`src/rtl/fifo_1rw_mem_ctrl_if.sv`:
```
// fifo_1rw_mem_ctrl_if: producer, consumer and single-port RAM pins of the FIFO controller.
interface fifo_1rw_mem_ctrl_if #(
  parameter int width_p = 8,
  parameter int els_p = 16
);
  localparam int addr_width_lp = $clog2(els_p);
  logic                     v_i;
  logic [width_p-1:0]       data_i;
  logic                     ready_o;
  logic                     v_o;
  logic [width_p-1:0]       data_o;
  logic                     yumi_i;
  logic                     mem_v_o;
  logic                     mem_w_o;
  logic [addr_width_lp-1:0] mem_addr_o;
  logic [width_p-1:0]       mem_data_o;
  logic [width_p-1:0]       mem_data_i;
  modport slave (
    input  v_i, data_i, yumi_i, mem_data_i,
    output ready_o, v_o, data_o, mem_v_o, mem_w_o, mem_addr_o, mem_data_o
  );
  modport master (
    output v_i, data_i, yumi_i, mem_data_i,
    input  ready_o, v_o, data_o, mem_v_o, mem_w_o, mem_addr_o, mem_data_o
  );
endinterface

```
`src/rtl/fifo_1rw_mem_ctrl.sv`:
```
// fifo_1rw_mem_ctrl: FIFO over a 1-port sync RAM, with a 2-entry output buffer
// and an empty-RAM bypass hiding the one-cycle read latency.
module fifo_1rw_mem_ctrl #(
  parameter int width_p = 8,
  parameter int els_p = 16
) (
  input logic clk_i,
  input logic reset_n_i,
  fifo_1rw_mem_ctrl_if.slave bus
);
  localparam int addr_width_lp = $clog2(els_p);
  localparam int cw_lp = addr_width_lp + 1;
  logic [addr_width_lp-1:0] r_wr_ptr, r_rd_ptr;
  logic [cw_lp-1:0]         r_mem_cnt;
  logic                     r_rd_pend;
  logic [1:0]               r_out_cnt;
  logic [width_p-1:0]       r_buf_0, r_buf_1;
  logic                     w_rd_issue, w_bypass, w_ready, w_acc, w_wr, w_push;
  logic [width_p-1:0]       w_push_d;
  // Reads never wait on yumi_i, so memory and ready outputs stay free of it.
  assign w_rd_issue = (r_mem_cnt != '0) && ((r_out_cnt + 2'(r_rd_pend)) < 2'd2);
  assign w_bypass   = (r_mem_cnt == '0) && !r_rd_pend && (r_out_cnt < 2'd2);
  assign w_ready    = reset_n_i && (w_bypass || ((r_mem_cnt < cw_lp'(els_p)) && !w_rd_issue));
  assign w_acc      = bus.v_i && w_ready;
  assign w_wr       = w_acc && !w_bypass;
  assign w_push     = r_rd_pend || (w_acc && w_bypass);
  assign w_push_d   = r_rd_pend ? bus.mem_data_i : bus.data_i;
  assign bus.ready_o    = w_ready;
  assign bus.v_o        = r_out_cnt != 2'd0;
  assign bus.data_o     = r_buf_0;
  assign bus.mem_v_o    = w_rd_issue || w_wr;
  assign bus.mem_w_o    = w_wr;
  assign bus.mem_addr_o = w_wr ? r_wr_ptr : r_rd_ptr;
  assign bus.mem_data_o = bus.data_i;
  always_ff @(posedge clk_i or negedge reset_n_i) begin
    if (!reset_n_i) begin
      r_wr_ptr  <= '0;
      r_rd_ptr  <= '0;
      r_mem_cnt <= '0;
      r_rd_pend <= 1'b0;
      r_out_cnt <= 2'd0;
      r_buf_0   <= '0;
      r_buf_1   <= '0;
    end else begin
      r_wr_ptr  <= w_wr ? r_wr_ptr + addr_width_lp'(1) : r_wr_ptr;
      r_rd_ptr  <= w_rd_issue ? r_rd_ptr + addr_width_lp'(1) : r_rd_ptr;
      r_mem_cnt <= r_mem_cnt + cw_lp'(w_wr) - cw_lp'(w_rd_issue);
      r_rd_pend <= w_rd_issue;
      r_out_cnt <= r_out_cnt + 2'(w_push) - 2'(bus.yumi_i);
      // Pop shifts the head first; a push then lands in the first free slot.
      r_buf_0   <= bus.yumi_i ? (r_out_cnt[1] ? r_buf_1 : w_push_d)
                              : ((w_push && r_out_cnt == 2'd0) ? w_push_d : r_buf_0);
      r_buf_1   <= (w_push && (r_out_cnt - 2'(bus.yumi_i)) == 2'd1) ? w_push_d : r_buf_1;
    end
  end
  a_yumi_legal: assert property (@(posedge clk_i) disable iff (!reset_n_i) bus.yumi_i |-> bus.v_o);
endmodule

```
`src/flat_wrapper.sv`:
```
// flat-port wrapper written by rule: the top's interface ports become plain ports
module fifo_1rw_mem_ctrl_flat 
#(
  parameter int width_p = 8,
  parameter int els_p = 16
)
  (clk_i, reset_n_i, bus_v_i, bus_data_i, bus_yumi_i, bus_mem_data_i, bus_ready_o, bus_v_o, bus_data_o, bus_mem_v_o, bus_mem_w_o, bus_mem_addr_o, bus_mem_data_o);
  fifo_1rw_mem_ctrl_if #(.width_p(width_p), .els_p(els_p)) bus_i ();
  input logic clk_i;
  input logic reset_n_i;
  input wire logic [$bits(bus_i.v_i)-1:0] bus_v_i;
  input wire logic [$bits(bus_i.data_i)-1:0] bus_data_i;
  input wire logic [$bits(bus_i.yumi_i)-1:0] bus_yumi_i;
  input wire logic [$bits(bus_i.mem_data_i)-1:0] bus_mem_data_i;
  output wire logic [$bits(bus_i.ready_o)-1:0] bus_ready_o;
  output wire logic [$bits(bus_i.v_o)-1:0] bus_v_o;
  output wire logic [$bits(bus_i.data_o)-1:0] bus_data_o;
  output wire logic [$bits(bus_i.mem_v_o)-1:0] bus_mem_v_o;
  output wire logic [$bits(bus_i.mem_w_o)-1:0] bus_mem_w_o;
  output wire logic [$bits(bus_i.mem_addr_o)-1:0] bus_mem_addr_o;
  output wire logic [$bits(bus_i.mem_data_o)-1:0] bus_mem_data_o;
  assign bus_i.v_i = bus_v_i;
  assign bus_i.data_i = bus_data_i;
  assign bus_i.yumi_i = bus_yumi_i;
  assign bus_i.mem_data_i = bus_mem_data_i;
  assign bus_ready_o = bus_i.ready_o;
  assign bus_v_o = bus_i.v_o;
  assign bus_data_o = bus_i.data_o;
  assign bus_mem_v_o = bus_i.mem_v_o;
  assign bus_mem_w_o = bus_i.mem_w_o;
  assign bus_mem_addr_o = bus_i.mem_addr_o;
  assign bus_mem_data_o = bus_i.mem_data_o;
  fifo_1rw_mem_ctrl #(.width_p(width_p), .els_p(els_p)) u_core (.clk_i(clk_i), .reset_n_i(reset_n_i), .bus(bus_i));
endmodule
```
`config.mk`:
```
export PLATFORM = sky130hd
export DESIGN_NAME = fifo_1rw_mem_ctrl_flat
export DESIGN_NICKNAME = d
export VERILOG_FILES = /design/src/rtl/fifo_1rw_mem_ctrl_if.sv /design/src/rtl/fifo_1rw_mem_ctrl.sv /design/src/flat_wrapper.sv
export SDC_FILE = /design/constraint.sdc
export NUM_CORES = 1
export LEC_CHECK = 0
export ABC_AREA = 1
export CORE_ASPECT_RATIO = 1.25
export CORE_MARGIN = 2
export CORE_UTILIZATION = 45
export CTS_CLUSTER_SIZE = 12
export DETAILED_ROUTE_END_ITERATION = 10
export GPL_TIMING_DRIVEN = 1
export PLACE_DENSITY = 0.75
export SETUP_SLACK_MARGIN = 0.3
export SLEW_MARGIN = 40
export SYNTH_ARGS = -nofsm -noshare
export SYNTH_HDL_FRONTEND = slang
export SYNTH_SLANG_ARGS = --single-unit
export TNS_END_PERCENT = 30
```
`constraint.sdc`:
```
create_clock -name clk_i -period 2.5 [get_ports clk_i]
set_input_delay 0.625 -clock clk_i [delete_from_list [all_inputs] [get_ports clk_i]]
set_output_delay 0.625 -clock clk_i [all_outputs]
set_load 0.05 [all_outputs]
```
---- After elaboration in Yosys (flattened, before gate mapping) ----
Cells that the tools add are included.
cells by class
  add/sub/neg operators ................... 8
  $lt $le $gt $ge ......................... 3
  equal/unequal tests ..................... 1
  multiplexer cells ....................... 5
  reductions and logical operators ........ 21
operators with widths
  operator                                                               number
  8-bit two-way mux                                                      4
  1-bit logical AND                                                      10
  4-bit by 1-bit adder with 4-bit output, second input constant          2
  5-bit by 1-bit adder with 5-bit output                                 1
  5-bit logical NOT                                                      1
  5-bit < comparator, second input constant                              1
  5-bit nonzero test                                                     1
  5-bit by 1-bit subtractor with 5-bit output                            1
  2-bit by 1-bit adder with 2-bit output                                 2
  2-bit < comparator, second input constant                              2
  4-bit two-way mux                                                      1
  2-bit nonzero test                                                     2
  2-bit by 1-bit subtractor with 2-bit output                            2
  1-bit logical NOT                                                      3
  1-bit logical OR                                                       3
  2-bit by 1-bit equality test with 1-bit output, second input constant  1
  2-bit logical NOT                                                      1
word-level totals
  register bits ........................... 32

---- Longest topological paths before layout ----
  depth in word-level cells ............... 13
  mapped depth ............................ 16
  depth with buffers taken out ............ 16

---- Least setup slack after synthesis ----
No wires, ideal clock.
  path kind ............................... flip-flop to output port
  from .................................... reg u_core.r_mem_cnt[3]
  to ...................................... out bus_mem_addr_o[3]
  arrival time ............................ 2.409 ns
  path slack .............................. -0.534 ns
  cell stages (with the launch flop) ...... 9
  path buffers ............................ 0
  path through ............................ dfrtp_1 inv_1 ha_1 nand2_1 nor2_2 inv_1 nor3_1 nor2_4 o21ai_0
on the way
  longest elaborated chain between the ends .. 9
RTL lines
  what                                                        line                     text
  start, declared                                             fifo_1rw_mem_ctrl.sv:14  logic [cw_lp-1:0] r_mem_cnt;
  start signal, assigned                                      fifo_1rw_mem_ctrl.sv:47  r_mem_cnt <= r_mem_cnt + cw_lp'(w_wr) - cw_lp'(w_rd_issue);
  branches (longest 7 deep; another with 5-bit < comparator)  -
  1-bit logical AND (*)                                       fifo_1rw_mem_ctrl.sv:25  assign w_wr = w_acc && !w_bypass;
  via bus_mem_w_o                                             flat_wrapper.sv:19       output wire logic [$bits(bus_i.mem_w_o)-1:0] bus_mem_w_o;
  4-bit two-way mux (*)                                       fifo_1rw_mem_ctrl.sv:33  assign bus.mem_addr_o = w_wr ? r_wr_ptr : r_rd_ptr;
  end, declared                                               flat_wrapper.sv:20       output wire logic [$bits(bus_i.mem_addr_o)-1:0] bus_mem_addr_o;
Mark *: on every way through the listed nets, which the timed path passes.

---- Worst setup path after layout ----
  from .................................... reg u_core.r_mem_cnt[1]
  to ...................................... out bus_mem_addr_o[2]
on the way
  longest elaborated chain between the ends .. 9
RTL lines
  what                   line                     text
  5-bit nonzero test     fifo_1rw_mem_ctrl.sv:21  assign w_rd_issue = (r_mem_cnt != '0) && ((r_out_cnt + 2'(r_rd_pend)) < 2'd2);
  1-bit logical AND      fifo_1rw_mem_ctrl.sv:21
  via u_core.w_rd_issue  fifo_1rw_mem_ctrl.sv:18  logic w_rd_issue, w_bypass, w_ready, w_acc, w_wr, w_push;
  1-bit logical NOT      fifo_1rw_mem_ctrl.sv:23  assign w_ready = reset_n_i && (w_bypass || ((r_mem_cnt < cw_lp'(els_p)) && !w_rd_issue));
  1-bit logical AND      fifo_1rw_mem_ctrl.sv:23
  1-bit logical OR       fifo_1rw_mem_ctrl.sv:23
  1-bit logical AND      fifo_1rw_mem_ctrl.sv:23
  1-bit logical AND      fifo_1rw_mem_ctrl.sv:24  assign w_acc = bus.v_i && w_ready;
  1-bit logical AND      fifo_1rw_mem_ctrl.sv:25
  4-bit two-way mux      fifo_1rw_mem_ctrl.sv:33
The timed path passes the listed nets, and every way through them passes these cells.

==> flow_metrics.py <==
metrics = {
    "outcome": {
        "status": "finished, violations left",
        "violations": "setup timing",
    },
    "synthesis": {
        "ys_ff_latch": 32,
        "synthAdderAreaFrac": 0.0850,
        "synth_warnings": 0,
        "ys_seq_area_frac": 0.432,
        "synth_compound_area_frac": 0.0810,
        "synth_mux_area_frac": 0.0432,
        "synth_xor_area_frac": 0.0567,
        "synth_top_flop_cell": "dfrtp_1",
        "synth_enable_flop_cells": 0,
        "avgSynthCellArea_um2": 9.18,
        "yosys.cell_types.count": 27,
        "async_flop_share": 1.00,
        "syn-num-nets": 234,
        "synth_top_family_by_area": "simple AND/OR/NAND/NOR gates",
        "yosys.area_share.simple": 0.203,
        "syn_inst": 202,
        "synth.cell_area_mm2": 0.00185,
    },
    "drt": {
        "viasPerCell": 4.81,
        "drt-total-wl_mm": 4.50,
        "wire_per_inst_um": 13.7,
        "ant_nets": 0,
        "drt_pre_antenna_iters": 4,
        "drtIter0Drc": 84,
        "drc": 0,
        "vias": 1581,
    },
    "timing": {
        "fin_crit_sh": 1.08,
        "max_slew.worst_pin.slew_ps": 510,
        "timing.final.hold_violations": 0,
        "period_needed_ps": 2700,
        "fin_skew_ps": 3.51,
        "setup_tns_ps": -1030,
        "fin_ws_ps": -196,
        "setup_violations": 10,
        "clock.fmax_mhz": 371,
        "relSlewSlack": 0.659,
        "drv_slew": 0,
        "rsz0062_at_grt": "yes",
    },
    "place": {
        "gp_congestion": 0.759,
        "dp_hpwl_mm": 2.86,
        "place_area_mm2": 0.00260,
        "io_buffers": 43,
        "preCtsSetupSlack_ps": -161,
    },
    "floorplan": {
        "die_x_um": 61.4,
        "core_area_mm2": 0.00403,
        "die-area_mm2": 0.00465,
        "fp.dieH_um": 75.8,
        "initial_core_util": 0.460,
        "ios": 44,
        "rows": 26,
    },
    "global_routing": {
        "grt_overflow": 0,
        "antenna_found_initial": 0,
        "grt_pass1_vias": 1544,
        "grt_max_degree": 34,
        "track_usage": 0.200,
        "grt_pass1_wl_mm": 6.76,
    },
    "clocking": {
        "root_buffer": "clkbuf_8",
        "hold_buffers": 0,
        "htreeDepth": 2,
        "insertion_delay_ps": 290,
        "clk_pin_slew_worst_paths_ps": 70,
        "cts_tree": "built",
        "cts_buffers": 5,
        "clkSinkCount": 32,
        "ctsLongestPathBuffers": 2,
    },
    "pwr": {
        "cellPowerDensity_mw_per_mm2": 1580,
        "power_mw": 4.67,
        "ir_drop_mv": 0.910,
        "power_leakage_nw": 1.43,
    },
    "min_path": {
        "hold_class": "flop to flop",
    },
    "setup_path": {
        "crit_fanout": 5,
        "cp-start-kind": "flop",
        "endpoint_kind": "output pin",
        "arrival_ps": 2070,
        "required_ps": 1880,
        "path_class": "flop to output pin",
    },
    "cells_and_area": {
        "final_cell_mix": "39 x nand2_1, 32 x dfrtp_1, 27 x clkdlybuf4s50_1",
        "drive_gt1_frac": 0.370,
        "final_common_cell": "nand2_1",
        "nNetsFinal": 304,
        "num_antenna_cells": 0,
        "design_area_mm2": 0.00295,
        "area_growth_pct": 59.0,
    },
    "run": {
        "maxCapViolCount": 0,
    },
}
[flip-flops by register name (all words and copies together) (netlist names)]
name,count
u_core.bus.data_o,8
u_core.r_buf_1,8
u_core.r_mem_cnt,5
u_core.r_out_cnt,2
u_core.r_rd_pend,1
u_core.r_rd_ptr,4
u_core.r_wr_ptr,4
[final timing paths]
path                                          startpoint                            end  slack (ps)  cells after the start
setup reg to reg           u_core.r_mem_cnt[1]$_DFF_PN0_  u_core.r_mem_cnt[4]$_DFF_PN0_        -170                     15
max in group asynchronous                      reset_n_i  u_core.r_buf_1[5]$_DFFE_PN0P_        1420                      3
hold reg to reg            u_core.r_buf_1[4]$_DFFE_PN0P_  u_core.r_buf_1[4]$_DFFE_PN0P_         480                      2
setup / recovery           u_core.r_mem_cnt[1]$_DFF_PN0_              bus_mem_addr_o[2]        -200                     11
min in group asynchronous                      reset_n_i  u_core.r_mem_cnt[1]$_DFF_PN0_         840                      3
hold / removal             u_core.r_buf_1[4]$_DFFE_PN0P_  u_core.r_buf_1[4]$_DFFE_PN0P_         480                      2
[Yosys cell counts (all sizes together) (3+ instances only)]
master	number	area share
a21oi	10	0.027
buf	11	0.049
dfrtp	32	0.43
ha	11	0.074
inv	23	0.047
mux2i	8	0.043
nand2	48	0.11
nand3	10	0.030
nor2	16	0.043
o21ai	14	0.054
xnor2	3	0.014
xor2	9	0.043
[area by class of cell]
| class | instances | area [um^2] |
|---|---|---|
| clock buffers | 6 | 72.6 |
| clock inverters | 2 | 35.0 |
| fillers | 292 | 1080 |
| inverters | 24 | 95.1 |
| multi-input cells | 134 | 1030 |
| flip-flops and latches | 32 | 801 |
| well taps | 56 | 70.1 |
| repair buffers | 75 | 848 |
[stage by stage]
step	hold slack, ps	cells	utilization
finish	483	329	0.731
global route	520	329	0.731
CTS	486	321	0.697
detailed placement	468	309	0.645
global placement	463	309	0.645
floorplan	329	202	-
[repair_timing]
action,4_1_cts,5_1_grt
gates resized for setup,24,17
setup buffers,4,8
pin swaps,10,7
setup endpoints to repair,12,28
hold endpoints to repair,0,0
[worst max-delay path, cell delays in order, from the launching register on]
cell and delay (ps):
dfrtp_1 410, inv_2 100, nand2_1 110, nor2_4 180, nor2_4 70, nor2_4 120
nand3_2 100, nor2_4 170, inv_4 60, buf_6 140, o21ai_4 160, buf_12 150
[power by group]
part           switching, mW  total [mW]  internal [mW]
combinational           1.74        3.16           1.42
sequential             0.206        1.01          0.800
clock                  0.199       0.495          0.296
[per-layer routing]
| layer | GRT usage | vias to the layer above | part of all wire |
|---|---|---|---|
| li1 | - | 774 | - |
| met1 | 0.251 | 766 | 0.42 |
| met2 | 0.323 | 35 | 0.54 |
| met3 | 0.0458 | 6 | 0.031 |
| met4 | 0.0993 | 0 | 0.017 |
| met5 | 0 | - | 0 |
[cells by family (layout without fill, tap and decap cells)]
group | count (synthesis) | after routing
DFF | 32 | 32
muxes | 8 | 8
and+or+nand+nor | 78 | 78
adders and majority gates | 12 | 12
AOI/OAI and AO/OA | 24 | 24
xor gates and xnor gates | 12 | 12
buffers and inverters | 36 | 107
(Power assumes the default switching activity.)
